==> src/rtl/fetch_pkg.sv <==
`default_nettype none
// ============================================================================
// Module   : fetch_pkg
// Brief    : Shared types and constants for the instruction fetch stage.
// Revision : 1.0
// ============================================================================
package fetch_pkg;

    typedef enum logic [1:0] {
        IDLE   = 2'd0,
        RUN    = 2'd1,
        HALTED = 2'd2
    } fetch_state_e;

    typedef struct packed {
        logic [31:0] pc;
        logic [31:0] inst;
    } fetch_entry_t;

    localparam logic [31:0] PC_STEP = 32'd4;

endpackage
`default_nettype wire

==> src/rtl/fetch_unit_fifo.sv <==
`default_nettype none
// ============================================================================
// Module   : fetch_fifo
// Brief    : Prefetch FIFO of {pc, inst} entries; flush clears all entries.
// Revision : 1.0
// ============================================================================
module fetch_fifo
    import fetch_pkg::*;
#(
    parameter int DEPTH = 4
) (
    input  logic                     clk,
    input  logic                     rst_n,
    input  logic                     i_push,
    input  logic                     i_pop,
    input  logic                     i_flush,
    input  fetch_entry_t             i_din,
    output fetch_entry_t             o_dout,
    output logic [$clog2(DEPTH):0]   o_count
);

    localparam int AW = $clog2(DEPTH);

    fetch_entry_t  r_mem [DEPTH];
    logic [AW:0]   r_wr_ptr;
    logic [AW:0]   r_rd_ptr;

    // Pointers carry an extra wrap bit so full and empty are distinguishable.
    always_ff @(posedge clk or negedge rst_n) begin
        if (!rst_n) begin
            r_wr_ptr <= '0;
            r_rd_ptr <= '0;
        end else if (i_flush) begin
            r_wr_ptr <= '0;
            r_rd_ptr <= '0;
        end else begin
            if (i_push) r_wr_ptr <= r_wr_ptr + 1'b1;
            if (i_pop)  r_rd_ptr <= r_rd_ptr + 1'b1;
        end
    end

    always_ff @(posedge clk) begin
        if (i_push && !i_flush) r_mem[r_wr_ptr[AW-1:0]] <= i_din;
    end

    assign o_dout  = r_mem[r_rd_ptr[AW-1:0]];
    assign o_count = r_wr_ptr - r_rd_ptr;

endmodule
`default_nettype wire

==> src/rtl/fetch_unit.sv <==
`default_nettype none
// ============================================================================
// Module   : fetch_unit
// Brief    : MIPS fetch stage: PC, imem address, prefetch FIFO to decode.
//            Optional FETCH_MISALIGN_CHECK_EN: flag and align redirect targets.
// Revision : 1.0
// ============================================================================
module fetch_unit
    import fetch_pkg::*;
#(
    parameter logic [31:0] RESET_PC = 32'h0000_0000,
    parameter int          DEPTH    = 4
) (
    input  logic                     clk,
    input  logic                     rst_n,
    input  logic                     start,
    input  logic                     halt,
    output logic [31:0]              address_inst,
    input  logic [31:0]              instruction,
    input  logic                     redirect_valid,
    input  logic [31:0]              redirect_pc,
    output logic                     out_valid,
    input  logic                     out_ready,
    output logic [31:0]              out_inst,
    output logic [31:0]              out_pc,
    output logic [$clog2(DEPTH):0]   fill_level,
    output logic                     misalign_err
);

    localparam int              CW      = $clog2(DEPTH) + 1;
    localparam logic [CW-1:0]   C_DEPTH = CW'(DEPTH);

    fetch_state_e   r_state;
    logic [31:0]    r_pc;
    fetch_entry_t   r_hold;
    fetch_entry_t   w_head;
    fetch_entry_t   w_din;
    logic [CW-1:0]  w_count;
    logic           w_push;
    logic           w_pop;
    logic [31:0]    w_redirect_tgt;

`ifdef FETCH_MISALIGN_CHECK_EN
    logic r_misalign;

    assign w_redirect_tgt = {redirect_pc[31:2], 2'b00};

    always_ff @(posedge clk or negedge rst_n) begin
        if (!rst_n)
            r_misalign <= 1'b0;
        else if (redirect_valid && (redirect_pc[1:0] != 2'b00))
            r_misalign <= 1'b1;
    end

    assign misalign_err = r_misalign;
`else
    assign w_redirect_tgt = redirect_pc;
    assign misalign_err   = 1'b0;
`endif

    assign out_valid = (w_count != '0);
    assign w_pop     = out_valid && out_ready;
    assign w_push    = (r_state == RUN) && !halt && !redirect_valid &&
                       ((w_count != C_DEPTH) || w_pop);
    assign w_din     = '{pc: r_pc, inst: instruction};

    always_ff @(posedge clk or negedge rst_n) begin
        if (!rst_n) begin
            r_state <= IDLE;
            r_pc    <= RESET_PC;
        end else begin
            case (r_state)
                IDLE:    if (start && !halt) r_state <= RUN;
                RUN:     if (halt)           r_state <= HALTED;
                HALTED:  if (start && !halt) r_state <= RUN;
                default:                     r_state <= IDLE;
            endcase
            if (redirect_valid)
                r_pc <= w_redirect_tgt;
            else if (w_push)
                r_pc <= r_pc + PC_STEP;
        end
    end

    // Remembers the last presented head so outputs hold while the FIFO is empty.
    always_ff @(posedge clk or negedge rst_n) begin
        if (!rst_n)
            r_hold <= '0;
        else if (out_valid)
            r_hold <= w_head;
    end

    fetch_fifo #(
        .DEPTH   (DEPTH)
    ) u_fifo (
        .clk     (clk),
        .rst_n   (rst_n),
        .i_push  (w_push),
        .i_pop   (w_pop),
        .i_flush (redirect_valid),
        .i_din   (w_din),
        .o_dout  (w_head),
        .o_count (w_count)
    );

    assign address_inst = r_pc;
    assign out_inst     = out_valid ? w_head.inst : r_hold.inst;
    assign out_pc       = out_valid ? w_head.pc   : r_hold.pc;
    assign fill_level   = w_count;

endmodule
`default_nettype wire
==> config.mk <==
export PLATFORM = sky130hd
export DESIGN_NAME = fetch_unit
export DESIGN_NICKNAME = d
export VERILOG_FILES = /design/src/rtl/fetch_pkg.sv /design/src/rtl/fetch_unit_fifo.sv /design/src/rtl/fetch_unit.sv
export SDC_FILE = /design/constraint.sdc
export NUM_CORES = 1
export LEC_CHECK = 0
export BUFFER_PORTS_ARGS = -buffer_cell sky130_fd_sc_hd__clkbuf_2
export CAP_MARGIN = 20
export CORE_AREA = 2 2 191 193
export DETAILED_ROUTE_END_ITERATION = 16
export DIE_AREA = 0 0 193 195
export GPL_ROUTABILITY_DRIVEN = 0
export SETUP_SLACK_MARGIN = 0.5
export SLEW_MARGIN = 10
export SYNTH_ARGS = -nofsm -noshare
export SYNTH_HDL_FRONTEND = slang
export SYNTH_SLANG_ARGS = --single-unit
==> constraint.sdc <==
create_clock -name clk -period 5.2 [get_ports clk]
set_input_delay 1.04 -clock clk [delete_from_list [all_inputs] [get_ports clk]]
set_output_delay 1.04 -clock clk [all_outputs]
set_load 0.01 [all_outputs]
## After elaboration in Yosys (flattened, before gate mapping)

Memories as Yosys holds them, arrays and structs flattened.
Index checks and enable logic that the tools add are counted.

| cells by class | value |
|---|---|
| add/subtract/negate cells | 4 |
| multiply operators | 0 |
| div/mod/pow operators | 0 |
| $lt $le $gt $ge | 0 |
| equality and inequality tests | 5 |
| shift-type cells | 0 |
| muxes and demuxes | 13 |
| bitwise gates (word level) | 0 |
| reductions and logical operators | 15 |

Operators by type and width:

| operator | number |
|---|---|
| 2-to-1 mux 32 bit | 4 |
| adder 32 x 3 -> 32 bit, second input constant | 1 |
| 2-to-1 mux 3 bit | 4 |
| adder 3 x 1 -> 3 bit, second input constant | 2 |
| logical AND 1 bit | 6 |
| 2-to-1 mux 2 bit | 2 |
| case mux 2 bit (2 select lines) | 1 |
| nonzero test 2 bit | 2 |
| inequality test 3 bit, second input constant | 1 |
| nonzero test 3 bit | 1 |
| subtractor 3 bit | 1 |
| equality test 2 x 1 -> 1 bit, second input constant | 1 |
| equality test 2 bit, second input constant | 1 |
| logical NOT 1 bit | 2 |
| logical NOT 2 bit | 1 |
| 2-to-1 mux 1 bit | 2 |
| inequality test 2 x 1 -> 1 bit, second input constant | 1 |
| inequality test 2 bit, second input constant | 1 |
| AND reduction 2 bit | 1 |
| OR reduction 2 bit | 1 |
| logical OR 1 bit | 1 |

| word-level totals | value |
|---|---|
| bits in registers | 104 |
| bits in latches | 0 |
| RAM bits | 256 |
| memory bits (read-only) | 0 |
| output and inout bits | 101 |
| memories kept | 1 |

Memory list:

| name | depth | width | read ports | clocked after memory_dff | wr ports | RTL line | text |
|---|---|---|---|---|---|---|---|
| u_fifo.r_mem | 4 | 64 | 1 | 0 | 1 | fetch_unit_fifo.sv:24 | `fetch_entry_t r_mem [DEPTH];` |

## Logic depth before layout (Yosys ltp)

| depth | value |
|---|---|
| word-level depth | 8 |
| depth in mapped cells | 10 |

## Cells and area by module

Synthesis repeated with hierarchy kept, for this count alone.

| second synthesis, totals | value |
|---|---|
| cell total of the unflattened synthesis | 750 |
| area, all modules | 14126.0 µm² |

By module, submodules not included:

| module | instances | cells each | area each (µm²) | sequential area each (µm²) |
|---|---|---|---|---|
| fetch_fifo | 1 | 372 | 9688.0 | 7837.5 |
| fetch_unit | 1 | 378 | 4438.0 | 2452.4 |

## Worst setup path before layout

Ideal clock, no wire load.

| timing | value |
|---|---|
| kind | register to register |
| start point | register u_fifo.r_wr_ptr[0] |
| end point | memory u_fifo.r_mem[0][0] in the netlist's numbering, enable pin |
| setup time | 429 ps |
| arrival time | 3267 ps |
| data required time | 4771 ps |
| slack | 1504 ps |
| stages on the path, launching flop included | 8 |
| clock period less this slack | 3696 ps |
| path through | dfrtp_1 > inv_1 > ha_1 > fa_1 > xnor3_2 > o21ai_2 > nor2_1 > and2_1 |

| between the ends | value |
|---|---|
| longest elaborated chain between the ends | 8 |
| elaborated cells between the ends (all ways) | 9 |

Ends and longest elaborated chain:

| item | RTL line | text |
|---|---|---|
| from (decl) | fetch_unit_fifo.sv:25 | `logic [AW:0] r_wr_ptr;` |
| from (signal assigned) | fetch_unit_fifo.sv:37 | `if (i_push) r_wr_ptr <= r_wr_ptr + 1'b1;` |
| subtractor 3 bit | fetch_unit_fifo.sv:47 | `assign o_count = r_wr_ptr - r_rd_ptr;` |
| nonzero test 3 bit | fetch_unit.sv:61 | `assign out_valid = (w_count != '0);` |
| logical AND 1 bit | fetch_unit.sv:62 | `assign w_pop = out_valid && out_ready;` |
| logical OR 1 bit | fetch_unit.sv:64 | `((w_count != C_DEPTH) \|\| w_pop);` |
| logical AND 1 bit | fetch_unit.sv:63 | `assign w_push = (r_state == RUN) && !halt && !redirect_valid &&` |
| logical AND 1 bit | fetch_unit_fifo.sv:43 | `if (i_push && !i_flush) r_mem[r_wr_ptr[AW-1:0]] <= i_din;` |
| 2-to-1 mux 1 bit | fetch_unit_fifo.sv:43 |  |
| 2-to-1 mux 1 bit (not written as such) | fetch_unit_fifo.sv:43 |  |
| to (decl) | fetch_unit_fifo.sv:24 |  |

Parallel ways exist; a longest one is shown, timed or not.

## Final worst setup path

| timing | value |
|---|---|
| start point | register u_fifo.r_rd_ptr[0] |
| end point | output port out_inst[0] |

| between the ends | value |
|---|---|
| longest elaborated chain between the ends | 3 |
| elaborated cells between the ends (all ways) | 4 |

Ends and longest elaborated chain:

| item | RTL line | text |
|---|---|---|
| from (decl) | fetch_unit_fifo.sv:26 | `logic [AW:0] r_rd_ptr;` |
| from (signal assigned) | fetch_unit_fifo.sv:38 | `if (i_pop) r_rd_ptr <= r_rd_ptr + 1'b1;` |
| subtractor 3 bit | fetch_unit_fifo.sv:47 |  |
| nonzero test 3 bit | fetch_unit.sv:61 |  |
| 2-to-1 mux 32 bit * | fetch_unit.sv:107 | `assign out_inst = out_valid ? w_head.inst : r_hold.inst;` |
| to (decl) | fetch_unit.sv:24 | `output logic [31:0] out_inst,` |

Mark *: on every way between the ends. The rest lies on a longest branch, timed or not.

==> results.ini <==
[global_routing]
grt_pass1_wl_um = 46400
grt_usage_pct = 16.3
grt_pass1_vias = 7747
gr-total-overflow = 0
antenna_found_initial = 0
grt_max_degree = 65

[floorplan]
die_area_um2 = 37600
start_util_pct = 39.9
row_count = 69
coreArea_um2 = 35400
ios = 171
die_x_um = 193
die_y_um = 195

[worst_setup_path]
r2r_cells = 6
end_kind = output pin
worstSetupPathType = reg2out
start_kind = flip-flop
worst-path-max-fanout = 45
worst-endpoint-required_ps = 4160
cp_data_arrival_time_ps = 3350

[outcome]
status = completed

[clock_tree]
cts_resized = 0
path_clk_slew_ps = 60
cts_tree = built
ctsHoldBuffers = 0
cts_buffers = 40
clock_latency_ps = 520
clock-sinks = 360
cts-root-buf = clkbuf_16
htreeDepth = 2
clockBufferDepth = 3

[detailed_routing]
avgRoutedWirePerCell_um = 21.5
viasPerCell = 5.32
dr_total_vias = 7593
dr.first_iter.drc_count = 513
drc = 0
drt_pass1_iterations = 5
wirelength_um = 30600
detail-route-antenna-nets = 0

[synth]
synth_edf_count = 256
yosysSeqAreaShare_pct = 72.9
synth.top_cell.area_share_pct = 54.5
avgSynthCellArea_um2 = 18.8
async_reset_ff_share_pct = 28.9
ys_warn_count = 0
ys_top_cells_by_area = edfxtp_1 54%, dfrtp_1 18%, mux4_2 10%, mux2_2 5.3%, or4_1 0.96%
synthFlopType = edfxtp_1
syn-instance-count = 750
netlist_area_um2 = 14100
syn-num-nets = 828
synth-seq-cells = 360
synth_cell_types = 56
synth_top_area_cell = edfxtp_1

[layout]
final_common_cell = edfxtp_1
insertedDiodeCount = 0
drive_above_1_share_pct = 39.7
fin_nets = 1011
area_growth_pct = 18.7
final_cell_mix = 256 x edfxtp_1, 168 x clkbuf_2, 102 x dfrtp_1

[timing]
hold_viol = 0
fin_crit_sh_pct = 84.5
drv_slew = 0
max_slew.worst_pin.slew_ps = 1030
fin_skew_ps = 18.0
final.min_clock_period_ps = 4390
slew_headroom_pct = 31.4
clock.fmax_mhz = 228
finalSetupTns_ps = 0
setup_violations = 0
rsz0062_at_grt = no

[power_and_ir_drop]
ir_drop_uv = 350
p_leak_nw = 6.00
powerDensity_nw_per_um2 = 530
power.total_w = 0.00888

[hold_path]
hold_path.class = reg2reg
hold_depth = 1

[place]
dp_hpwl_um = 18000
io_buffers = 169

[flow_run]
max_cap_viol_count = 0

==> sequential cells by signal, indices dropped and copies added, names as in the netlist <==
name             cells
r_state              2
u_fifo.r_mem       256
address_inst        32
u_fifo.r_wr_ptr      3
r_hold              64
u_fifo.r_rd_ptr      3
==> synthesized netlist by cell type, types with 2 or more instances <==
| master | number |
|---|---|
| nor2_1 | 27 |
| clkbuf_1 | 17 |
| a31oi_1 | 19 |
| and2_1 | 6 |
| nand3_1 | 13 |
| o21ai_0 | 10 |
| o211ai_1 | 7 |
| mux2_2 | 66 |
| inv_1 | 13 |
| a211oi_1 | 2 |
| nor4_1 | 2 |
| xnor2_1 | 4 |
| xor2_1 | 5 |
| nand2_1 | 21 |
| mux2i_1 | 2 |
| ha_1 | 7 |
| clkbuf_8 | 3 |
| or4b_1 | 2 |
| nand2b_1 | 3 |
| a21oi_1 | 2 |
| and4_1 | 4 |
| dfrtp_1 | 104 |
| buf_2 | 11 |
| and3_1 | 4 |
| buf_1 | 6 |
| o31ai_1 | 15 |
| o41ai_1 | 3 |
| edfxtp_1 | 256 |
| mux4_2 | 64 |
| a2111oi_0 | 2 |
| or4_1 | 18 |
| nand4_1 | 8 |
==> path summary, 6_finish.rpt <==
check	end	startpoint	slack (ps)
max	out_inst[0]	u_fifo.r_rd_ptr[0]	810
min	r_hold[58]	r_hold[58]	490
max reg2reg	u_fifo.r_mem[1][17]	u_fifo.r_rd_ptr[0]	1740
min reg2reg	r_hold[58]	r_hold[58]	490
max in group asynchronous	r_hold[41]	rst_n	3460
min in group asynchronous	r_hold[14]	rst_n	630
==> through the flow <==
stage	utilization (%)	std cells	area, µm²	hold slack, ps	setup slack (ps)
floorplan	-	750	14100	474	1500
global placement	43.6	1348	15400	480	1240
detailed placement	43.6	1348	15400	483	1190
CTS	47.1	1422	16700	498	623
global route	47.3	1426	16800	504	618
finish	47.3	1426	16800	493	807
==> layout make-up <==
cell class / count / area, µm²
clock buffers: 57 / 1130
inverters: 14 / 52.6
repair buffers: 181 / 1020
flip-flops and latches: 360 / 10300
fillers: 3080 / 18600
well taps: 461 / 577
clock inverters: 17 / 110
multi-input cells: 336 / 3580
==> report_power, final <==
| group | total, W | switching [W] | internal (W) |
|---|---|---|---|
| sequential | 0.00361 | 0.000179 | 0.00343 |
| combinational | 0.00263 | 0.00135 | 0.00128 |
| clock | 0.00264 | 0.00109 | 0.00156 |
| total | 0.00888 | 0.00261 | 0.00627 |
==> worst max-delay path, cell delays in order (launching register included) <==
cell and delay [ps]:
dfrtp_4 600, ha_1 270, fa_1 360, xnor3_2 460, inv_2 130, nor2_4 160, buf_12 290, mux2_2 390
clkbuf_2 140
==> cell families (layout without fill, tap and decap cells) <==
kind of cell / after synthesis / after routing / synth area share (%)
flops: 360 / 360 / 72.9
fa+ha+maj: 8 / 8 / 0.762
simple gates: 118 / 118 / 4.78
compound gates: 67 / 67 / 3.30
buf+inv: 54 / 269 / 1.87
other cells: 1 / 1 / 0.0266
mux: 132 / 132 / 15.6
xor+xnor: 10 / 10 / 0.727
==> repair_timing <==
item,4_1_cts,5_1_grt
endpoints found under the setup margin,0,14
endpoints found under the hold margin,0,0
buffers inserted,0,1
==> layer usage <==
layer	track usage (%)	share of wire [%]	vias to the layer above	routed length, µm
li1	-	-	3388	-
met1	23.3	45	3950	13900
met2	25.8	47	209	14500
met3	3.32	5.5	46	1670
met4	3.93	1.7	0	516
met5	0	0	-	0
No activity file was read; power rests on OpenSTA's default activity.
